## config.mk

```make
export PLATFORM = sky130hd
export DESIGN_NAME = uart_cmd_parser
export DESIGN_NICKNAME = d
export VERILOG_FILES = /design/src/rtl/uart_cmd_pkg.sv /design/src/rtl/uart_cmd_timer.sv /design/src/rtl/uart_cmd_parser.sv
export SDC_FILE = /design/constraint.sdc
export NUM_CORES = 1
export LEC_CHECK = 0
export CAP_MARGIN = 20
export CORE_MARGIN = 3
export CORE_UTILIZATION = 40
export DETAILED_ROUTE_END_ITERATION = 10
export GPL_TIMING_DRIVEN = 0
export PLACE_DENSITY = 0.75
export SYNTH_ARGS = -nofsm -noshare
export SYNTH_HDL_FRONTEND = slang
export SYNTH_HIERARCHICAL = 1
export SYNTH_SLANG_ARGS = --single-unit
```

## constraint.sdc

```tcl
create_clock -name clk -period 3.5 [get_ports clk]
set_clock_uncertainty 0.15 [all_clocks]
set_input_delay 0.7 -clock clk [delete_from_list [all_inputs] [get_ports clk]]
set_output_delay 0.7 -clock clk [all_outputs]
set_load 0.03 [all_outputs]
```

## src/rtl/uart_cmd_pkg.sv

```systemverilog
// +----------------------------------------------------------------------------+
// | uart_cmd_pkg                                                               |
// | Shared states, ASCII constants and byte classifiers for the command parser |
// | Revision: 1.0                                                              |
// +----------------------------------------------------------------------------+
`default_nettype none
`timescale 1ns/1ps

package uart_cmd_pkg;

  typedef enum logic [2:0] {
    IDLE = 3'd0,
    CMD  = 3'd1,
    VAL0 = 3'd2,
    VAL1 = 3'd3,
    TERM = 3'd4
  } cmd_state_t;

  localparam logic [7:0] CHR_START = 8'h23;  // '#'
  localparam logic [7:0] CHR_CR    = 8'h0D;
  localparam logic [7:0] CHR_LF    = 8'h0A;
  localparam logic [7:0] CHR_T_MAX = 8'h54;  // 'T'
  localparam logic [7:0] CHR_T_MIN = 8'h74;  // 't'
  localparam logic [7:0] CHR_H_MAX = 8'h48;  // 'H'
  localparam logic [7:0] CHR_H_MIN = 8'h68;  // 'h'

  function automatic logic is_digit(input logic [7:0] b);
    return (b >= 8'h30) && (b <= 8'h39);
  endfunction

  function automatic logic is_cmd(input logic [7:0] b);
    return (b == CHR_T_MAX) || (b == CHR_T_MIN) ||
           (b == CHR_H_MAX) || (b == CHR_H_MIN);
  endfunction

endpackage

`default_nettype wire

```

## src/rtl/uart_cmd_timer.sv

```systemverilog
// +----------------------------------------------------------------------------+
// | uart_cmd_timer                                                             |
// | Inter-byte gap counter; pulses o_expire when the gap reaches the limit     |
// | Revision: 1.0                                                              |
// +----------------------------------------------------------------------------+
`default_nettype none
`timescale 1ns/1ps

module uart_cmd_timer #(
  parameter int TIMEOUT_CYCLES = 20000
) (
  input  logic clk,
  input  logic rst_n,
  input  logic i_clear,
  input  logic i_enable,
  output logic o_expire
);

  localparam int c_cnt_w = (TIMEOUT_CYCLES > 1) ? $clog2(TIMEOUT_CYCLES) : 1;
  localparam logic [c_cnt_w-1:0] c_last = c_cnt_w'(TIMEOUT_CYCLES - 1);

  logic [c_cnt_w-1:0] r_count;

  // A clear in the same cycle masks the expiry: an arriving byte wins.
  assign o_expire = i_enable && !i_clear && (r_count == c_last);

  always_ff @(posedge clk or negedge rst_n) begin
    if (!rst_n) begin
      r_count <= '0;
    end else if (i_clear || o_expire) begin
      r_count <= '0;
    end else if (i_enable) begin
      r_count <= r_count + c_cnt_w'(1);
    end
  end

endmodule

`default_nettype wire

```

## src/rtl/uart_cmd_parser.sv

```systemverilog
// +----------------------------------------------------------------------------+
// | uart_cmd_parser                                                            |
// | Extracts "#<cmd><d1><d0><CR|LF>" frames from the UART byte stream.         |
// | Optional inter-byte timeout enabled by defining UART_CMD_TIMEOUT_EN.       |
// | Revision: 1.0                                                              |
// +----------------------------------------------------------------------------+
`default_nettype none
`timescale 1ns/1ps

module uart_cmd_parser
  import uart_cmd_pkg::*;
#(
  parameter int TIMEOUT_CYCLES = 20000
) (
  input  logic       clk,
  input  logic       rst_n,
  input  logic [7:0] rx_byte,
  input  logic       rx_valid,
  output logic [7:0] chr_cmd,
  output logic [7:0] chr_val0,
  output logic [7:0] chr_val1,
  output logic       rx_msg_done,
  output logic       frame_err
);

  cmd_state_t r_state;
  logic [7:0] r_sh_cmd, r_sh_val0, r_sh_val1;
  logic [7:0] r_cmd, r_val0, r_val1;
  logic       r_msg_done, r_frame_err;
  logic       w_expire;

`ifdef UART_CMD_TIMEOUT_EN
  uart_cmd_timer #(
    .TIMEOUT_CYCLES(TIMEOUT_CYCLES)
  ) u_timer (
    .clk      (clk),
    .rst_n    (rst_n),
    .i_clear  (rx_valid || (r_state == IDLE)),
    .i_enable (r_state != IDLE),
    .o_expire (w_expire)
  );
`else
  logic w_unused_timeout;
  assign w_unused_timeout = (TIMEOUT_CYCLES == 0);
  assign w_expire         = 1'b0;
`endif

  always_ff @(posedge clk or negedge rst_n) begin
    if (!rst_n) begin
      r_state     <= IDLE;
      r_sh_cmd    <= 8'h00;
      r_sh_val0   <= 8'h00;
      r_sh_val1   <= 8'h00;
      r_cmd       <= 8'h00;
      r_val0      <= 8'h00;
      r_val1      <= 8'h00;
      r_msg_done  <= 1'b0;
      r_frame_err <= 1'b0;
    end else begin
      r_msg_done  <= 1'b0;
      r_frame_err <= 1'b0;
      if (rx_valid) begin
        if ((rx_byte == CHR_START) && (r_state != IDLE)) begin
          // Start marker inside a frame: report it and resynchronise.
          r_frame_err <= 1'b1;
          r_sh_cmd    <= 8'h00;
          r_sh_val0   <= 8'h00;
          r_sh_val1   <= 8'h00;
          r_state     <= CMD;
        end else begin
          case (r_state)
            IDLE: begin
              if (rx_byte == CHR_START) r_state <= CMD;
            end
            CMD: begin
              if (is_cmd(rx_byte)) begin
                r_sh_cmd <= rx_byte;
                r_state  <= VAL0;
              end else begin
                r_frame_err <= 1'b1;
                r_state     <= IDLE;
              end
            end
            VAL0: begin
              if (is_digit(rx_byte)) begin
                r_sh_val0 <= rx_byte;
                r_state   <= VAL1;
              end else begin
                r_frame_err <= 1'b1;
                r_state     <= IDLE;
              end
            end
            VAL1: begin
              if (is_digit(rx_byte)) begin
                r_sh_val1 <= rx_byte;
                r_state   <= TERM;
              end else begin
                r_frame_err <= 1'b1;
                r_state     <= IDLE;
              end
            end
            TERM: begin
              if ((rx_byte == CHR_CR) || (rx_byte == CHR_LF)) begin
                r_cmd      <= r_sh_cmd;
                r_val0     <= r_sh_val0;
                r_val1     <= r_sh_val1;
                r_msg_done <= 1'b1;
              end else begin
                r_frame_err <= 1'b1;
              end
              r_state <= IDLE;
            end
            default: r_state <= IDLE;
          endcase
        end
      end else if (w_expire) begin
        r_frame_err <= 1'b1;
        r_state     <= IDLE;
      end
    end
  end

  assign chr_cmd     = r_cmd;
  assign chr_val0    = r_val0;
  assign chr_val1    = r_val1;
  assign rx_msg_done = r_msg_done;
  assign frame_err   = r_frame_err;

endmodule

`default_nettype wire
```

### Word level (Yosys, flattened, before mapping)

Index checks and enable logic that the tools add are counted.

| storage, ports and cells | value |
|---|---|
| logic and storage cells | 67 |
| output and inout port bits | 26 |
| register bits after elaboration | 53 |

| cells by class | value |
|---|---|
| order comparisons | 2 |
| bitwise logic cells | 1 |
| reductions and logical operators | 19 |
| equality and inequality tests | 12 |
| multiplexer cells | 24 |

Operator list:

| kind | number |
|---|---|
| 8-bit two-way mux | 8 |
| 8-bit by 7-bit == test with 1-bit output (second input constant) | 4 |
| 8-bit by 4-bit == test with 1-bit output (second input constant) | 2 |
| 3-bit case mux with 4 select lines | 1 |
| 2-bit nonzero test | 5 |
| 1-bit two-way mux | 9 |
| 3-bit two-way mux | 3 |
| 3-bit AND reduction | 3 |
| 8-bit by 6-bit == test with 1-bit output (second input constant) | 1 |
| 8-bit by 6-bit >= comparator with 1-bit output (second input constant) | 1 |
| 8-bit by 6-bit less-or-equal comparator with 1-bit output (second input constant) | 1 |
| 3-bit by 2-bit == test with 1-bit output (second input constant) | 2 |
| 1-bit logical OR | 4 |
| 2-bit two-way mux | 2 |
| 4-bit AND reduction | 1 |
| 3-bit by 1-bit == test with 1-bit output (second input constant) | 1 |
| 3-bit == test (second input constant) | 1 |
| 3-bit zero test | 1 |
| 3-bit inequality test (second input constant) | 1 |
| 1-bit case mux with 3 select lines | 1 |
| 3-bit nonzero test | 1 |
| 1-bit logical AND | 2 |
| 2-bit AND reduction | 1 |
| 2-bit OR reduction | 1 |
| 1-bit inverter | 1 |

### Longest topological paths before layout

Gate-level depths: netlist of run 1.

| logic depth | value |
|---|---|
| word-level depth | 8 |
| mapped depth | 7 |

### Worst setup path before layout of run 1

No wires, ideal clock.

| timing path | value |
|---|---|
| path type | input port to flip-flop |
| from | input port rx_byte[2] |
| to | register r_sh_val1[2] |
| data required time | 3.225 ns |
| path buffers | 1 |
| library setup time | 0.125 ns |
| arrival time | 2.120 ns |
| slack | 1.105 ns |
| stages | 5 |
| path through | clkbuf_8 or2b_2 or4_4 nor2b_4 mux2_4 |

| between the ends | value |
|---|---|
| word-level cells in the longest chain between the ends | 4 |

Ends and longest elaborated chain:

| element | line | RTL |
|---|---|---|
| from (decl) | uart_cmd_parser.sv:17 | `input logic [7:0] rx_byte,` |
| 8-bit by 6-bit >= comparator with 1-bit output, or another cell as far along | uart_cmd_pkg.sv:28 | `return (b >= 8'h30) && (b <= 8'h39);` |
| 1-bit logical AND (on tied branches) | uart_cmd_pkg.sv:28, uart_cmd_parser.sv:63 |  |
| 2-bit nonzero test (no line) | -- |  |
| 3-bit AND reduction (no line) | -- |  |
| to (signal assigned) | uart_cmd_parser.sv:95 | `r_sh_val1 <= rx_byte;` |
| to (decl) | uart_cmd_parser.sv:27 | `logic [7:0] r_sh_cmd, r_sh_val0, r_sh_val1;` |

Several ways; a longest one is shown, not always the timed one. The select of a mux whose other input is x is not followed.
A chain may end at the register's enable or synchronous reset.

### Final worst setup path of run 1

| timing path | value |
|---|---|
| from | input port rx_byte[1] |
| to | register r_val0[7], in the netlist chr_val0[7] |

| between the ends | value |
|---|---|
| word-level cells in the longest chain between the ends | 4 |

Ends and longest elaborated chain:

| element | line | RTL |
|---|---|---|
| 8-bit by 6-bit == test with 1-bit output | uart_cmd_parser.sv:63 | `if ((rx_byte == CHR_START) && (r_state != IDLE)) begin` |
| 1-bit logical AND | uart_cmd_parser.sv:63 |  |
| 1-bit inverter (no line) | -- |  |
| 4-bit AND reduction (no line) (*) | -- |  |
| to (signal assigned) | uart_cmd_parser.sv:105 | `r_val0 <= r_sh_val0;` |
| to (decl) | uart_cmd_parser.sv:28 | `logic [7:0] r_cmd, r_val0, r_val1;` |

Mark *: on every way between the ends. The rest lies on a longest branch, timed or not.

==> results of run 1 <==
-- flip-flops by register name (all words and copies together), names as in the netlist --
signal / flops
r_sh_val0: 8
rx_msg_done: 1
chr_val0: 8
r_sh_cmd: 8
chr_val1: 8
r_sh_val1: 8
chr_cmd: 8
r_state: 3
frame_err: 1
-- layout by cell type, fill, tap and decap left out, types with 2 or more instances in the layout --
cell / synthesis / routed
a21o_1: 3 / 3
a21o_2: 4 / 4
a22o_1: 5 / 5
a22o_2: 2 / 2
and2_1: 5 / 5
and2_2: 2 / 2
buf_2: 3 / 4
clkbuf_8: 2 / 7
clkdlybuf4s50_1: 0 / 33
dfrtp_1: 53 / 53
inv_1: 3 / 3
mux2_2: 24 / 24
mux2_4: 4 / 4
nand2_1: 5 / 5
nand3_1: 3 / 3
nand3b_1: 2 / 2
nor2_1: 6 / 6
nor2b_4: 2 / 2
nor3b_1: 2 / 2
nor4_4: 2 / 2
o211ai_1: 3 / 3
o21a_1: 2 / 2
o221ai_1: 2 / 2
-- final cells by class --
class / count / area, um2
Fill cell: 454 / 2480
Clock inverter: 2 / 35.0
Buffer: 6 / 75.1
Timing Repair Buffer: 35 / 355
Sequential cell: 53 / 1330
Multi-Input combinational cell: 93 / 827
Tap cell: 70 / 87.6
Clock buffer: 5 / 68.8
Inverter: 3 / 11.3
-- power by group --
group	switching, mW	internal [mW]
Sequential	0.00339	0.619
Clock	0.183	0.208
Combinational	0.0347	0.0314
-- stage by stage --
stage	util	hold slack [ns]	cell area, um2	instances
finish	0.529	0.165	2790	267
global route	0.529	0.172	2790	267
CTS	0.529	0.163	2790	267
detailed placement	0.509	0.319	2680	260
global placement	0.506	0.310	2670	259
floorplan	-	0.254	2240	155
-- logic make-up after synthesis --
kind of cell | synth area share
mux | 0.147
compound gates | 0.0871
simple gates | 0.135
buf+inv | 0.0385
flops | 0.592
-- metal layers --
layer  up-vias  share of wire  wire (um)
li1        636              -          -
met1       681           0.47       1830
met2        30           0.48       1850
met3         5          0.040        154
met4         0          0.012         48
met5         -              0          0
-- final timing paths --
check | from | end | slack (ns) | depth (start not counted)
max | rx_byte[1] | chr_val0[7] | 0.82 | 7
min | rst_n | r_sh_val0[3] | 0.16 | 1
max reg2reg | r_state[0] | r_sh_val0[2] | 1.18 | 5
min reg2reg | r_sh_cmd[6] | r_sh_cmd[6] | 0.33 | 1
max in group asynchronous | rst_n | chr_val0[5] | 2.52 | 2
min in group clk | r_sh_cmd[6] | r_sh_cmd[6] | 0.33 | 1
-- critical path: cells and delay by family --
family | cells | cell delay [ns]
multiplexers | 1 | 0.36
AND/OR/NAND/NOR | 2 | 0.35
AO/OA/AOI/OAI | 1 | 0.21
buffers and inverters | 3 | 1.08
==> run summary, run 1 <==
GR Util met2: 0.215
Total grt overflow: 0
Critical Path End Type: flop
TritonCTS clock tree: built
Largest net degree at the start of global routing: 39
Ys Warns: 6
Area Growth Syn to Fin: 24.4%
Global-route wire length before repair: 6870 um
Peak Freq: 374 MHz
CTS max path bufs: 2
Sequential share of the synthesized area: 0.592
Max stage delay on crit path: 0.61 ns
Final min period: 2.68 ns
Tot GR Track Use: 0.139
CP dominant cell by count: buf_2
Post-cts repair resize count: 0
Synth area leader: dfrtp_1
Total Wirelength: 3890 um
Area share of the largest cell type after synthesis: 0.592
Nets@finish: 208
Routed length per instance: 14.6 um
Critical-path cell list: clkdlybuf4s50_1 > and3b_1 > o211ai_1 > or2_2 > buf_2 > buf_2 > mux2_2
GR peak layer: met2
1st-iter DRT viols: 72
Starting density of the core: 0.425
Top cells by count, synth: dfrtp_1, mux2_2, nor2_1
Total power: 1.08 mW
Number of antenna violations at the first check in global routing: 0
Worst Tran Pin Value: 0.656 ns
Setup bufs post-CTS: 0
Vias in the first global route: 1435
Synth Cell Area: 0.00224 mm2
CTS clock-pin slew for the worst setup and hold paths: 0.09 ns
Placer congestion estimate: 0.751
Place WS: 0.498 ns
Residual DRC: 0
Setup-failing EPs final: 0
TritonCTS Buffers: 5
Crit-path max FO: 10
# rows: 26
Worst vdd ir: 0.177 mV
Hold_buf cts: 0
Vias: 1352
Count leader, synth: dfrtp_1
Vias/cell: 5.06
Clock latency on the worst-skew pair: 0.30 ns
Max-cap violations: 0
IO buf count: 34
CTS HTree Levels: 2
Grt met3 use: 0.0322
Async SR Flop Fraction: 1.00
Status: complete, no violations
ANT cells: 0
WS Path Type: in2reg
Drt pass-1 iters: 4
CP startpoint kind: input pin
Tcrit/Tclk final: 0.764
CORE AREA: 0.00527 mm2
Post-synth net total: 166
Syn Area/Cell: 14.4 um2
Worst slew margin: 0.559
Final Hold Viols: 0
EDFF count, synth: 0
Netlist cell types: 38
Hold WC Path Type: in2async
Final WS setup: 0.824 ns
WP data arrival: 2.71 ns
Met1 Usage GRT: 0.186
Root buf cell: clkbuf_8
Clock sinks: 53
ANT nets after route: 0
Detailed placer's ending HPWL: 2720 um
Synth Instances: 155
Die ar.: 0.00653 mm2
Pwr per Cell Area: 387 mW/mm2
Synth Flop Type: dfrtp_1
LEAKAGE: 1.37 nW
DIE HEIGHT: 80.8 um
Worst path required time: 3.54 ns
Synth Register Bits: 53
Die width: 80.8 um
Unrepaired setup endpoints after global routing: no
I/O pins: 37
Fin Setup TNS: 0 ns
Slew Viols, Final: 0
Share of cells above drive strength 1: 0.305
Worst path slowest cell: clkdlybuf4s50_1
Synth area leaders: dfrtp_1, mux2_2, mux2_4
Note: power is estimated with default switching activity, not from simulation.
==> run 2, diff against run 1 <==
==> constraint.sdc (replaced) <==
create_clock -name clk -period 2.6 [get_ports clk]
set_clock_uncertainty 0.15 [all_clocks]
set_input_delay 0.52 -clock clk [delete_from_list [all_inputs] [get_ports clk]]
set_output_delay 0.52 -clock clk [all_outputs]
set_load 0.03 [all_outputs]
==> run summary, run 2 (same netlist as run 1, synthesis figures left out) <==
R2R cell count: 5
Placed cells: 260
Max stage delay on crit path: 0.61 ns
Non-Filler Instances: 268
Routed length per instance: 14.6 um
Vias: 1360
ANT cells: 0
Final min period: 2.50 ns
Vias/cell: 5.07
Unrepaired setup endpoints after global routing: no
Worst vdd ir: 0.239 mV
Tot GR Track Use: 0.140
CP Depth: 7
Switch share: 0.205
Place WS: -0.222 ns
Drt pass-1 iters: 4
CORE AREA: 0.00527 mm2
Sw Pwr: 298 uW
CP endpoint: chr_val0[6]
Detailed placer's ending HPWL: 2720 um
CP startpoint kind: input pin
TritonCTS clock tree: built
Most common cell after layout, fill and taps aside: dfrtp_1
Status: complete, no violations
Flop pwr share: 0.576
Largest net degree at the start of global routing: 39
ANT nets after route: 0
Final WS setup: 0.102 ns
WS Path Type: in2reg
LEAKAGE: 1.38 nW
WP buf/inv: 3
Number of antenna violations at the first check in global routing: 0
Max-cap violations: 0
WP data arrival: 2.53 ns
Global-route wire length before repair: 6900 um
CTS clock-pin slew for the worst setup and hold paths: 0.09 ns
Critical-path cell list: clkdlybuf4s50_1 > and3b_1 > o211ai_1 > or2_2 > buf_2 > buf_2 > mux2_2
Setup crit start: rx_byte[1]
Reg-to-reg slack, setup: 0.29 ns
Critical Path End Type: flop
Pwr per Cell Area: 519 mW/mm2
Tcrit/Tclk final: 0.961
I/O pins: 37
Logic pwr share: 0.062
CTS HTree Levels: 2
Starting density of the core: 0.425
Peak Freq: 400 MHz
Die ar.: 0.00653 mm2
Residual DRC: 0
IO buf count: 34
Root buf cell: clkbuf_8
Worst path required time: 2.63 ns
Worst slew margin: 0.559
Placer congestion estimate: 0.751
Die width: 80.8 um
CP dominant cell by count: buf_2
Worst path slowest cell: clkdlybuf4s50_1
Clock sinks: 53
CP delay by family, top: buffers and inverters
Most frequent cells in the layout: dfrtp_1, clkdlybuf4s50_1, mux2_2
Slew Viols, Final: 0
CTS max path bufs: 2
Clock latency on the worst-skew pair: 0.30 ns
Worst Tran Pin Value: 0.656 ns
# rows: 26
Setup-failing EPs final: 0
Cell internal pwr: 1.16 mW
TritonCTS Buffers: 5
Setup bufs post-CTS: 0
Total Wirelength: 3910 um
Area Growth Syn to Fin: 25.0%
Crit-path max FO: 10
Vias in the first global route: 1440
Final Hold Viols: 0
R2r startpoint: r_state[0]
Hold WC Path Type: in2reg
1st-iter DRT viols: 63
DIE HEIGHT: 80.8 um
Total grt overflow: 0
Share of cells above drive strength 1: 0.303
Reg-to-Reg End: r_sh_val0[2]
Nets@finish: 209
Clock share of power: 0.362
run 2: metal layers:
metal  routed length, um  GRT usage
met1                1840      0.186
met2                1870      0.217
met3                 156     0.0322
met4                  48     0.0625
met5                   0          0
run 2: worst min-delay path by stage:
stage                           start     endpoint  slack [ns]  cells past startpoint
after floorplan                 rst_n   chr_cmd[0]        0.07                      0
after CTS                    rx_valid   r_state[0]        0.31                      2
after global routing         rx_valid   r_state[0]        0.32                      2
after global placement    r_sh_cmd[6]  r_sh_cmd[6]        0.31                      1
final                        rx_valid   r_state[0]        0.32                      2
after detailed placement        rst_n   chr_cmd[1]        0.31                      1
run 2: power groups by stage:
stage | clock (mW) | combinational (mW) | sequential, mW
final | 0.526 | 0.0902 | 0.838
after global routing | 0.587 | 0.0997 | 0.840
after CTS | 0.548 | 0.0915 | 0.838
after detailed placement | 0 | 0.0896 | 0.854
after global placement | 0 | 0.0852 | 0.854
after floorplan | 0 | 0.0420 | 0.855
run 2: repair_timing:
item | in CTS | in global routing
gates resized for setup | 0 | 1
endpoints found under the hold margin | 15 | 0
endpoints found under the setup margin | 0 | 3
hold buffers | 1 | 0
run 2: layout make-up:
cell class	instances	area (um2)
tap	70	87.6
inverter	3	11.3
fill	452	2470
clock inverter	2	35.0
multi-input combinational	93	827
sequential	53	1330
timing repair buffer	36	365
buffer	6	77.6
clock buffer	5	68.8
run 2: metrics by stage:
step,setup TNS (ns),hold slack (ns),instance area (um2),util,power (mW)
floorplan,0,0.0744,2240,-,0.897
global placement,-39.59,0.310,2670,0.506,0.939
detailed placement,-5.95,0.313,2680,0.509,0.944
CTS,0,0.308,2800,0.531,1.48
global route,0,0.324,2800,0.531,1.53
finish,0,0.321,2800,0.531,1.45
run 2: worst register-to-register path, stage by stage (launching register included):
cell and delay (ns):
dfrtp_1 0.37, bufbuf_16 0.27, o31ai_1 0.57, or4_4 0.28, nor2b_4 0.24, mux2_4 0.32
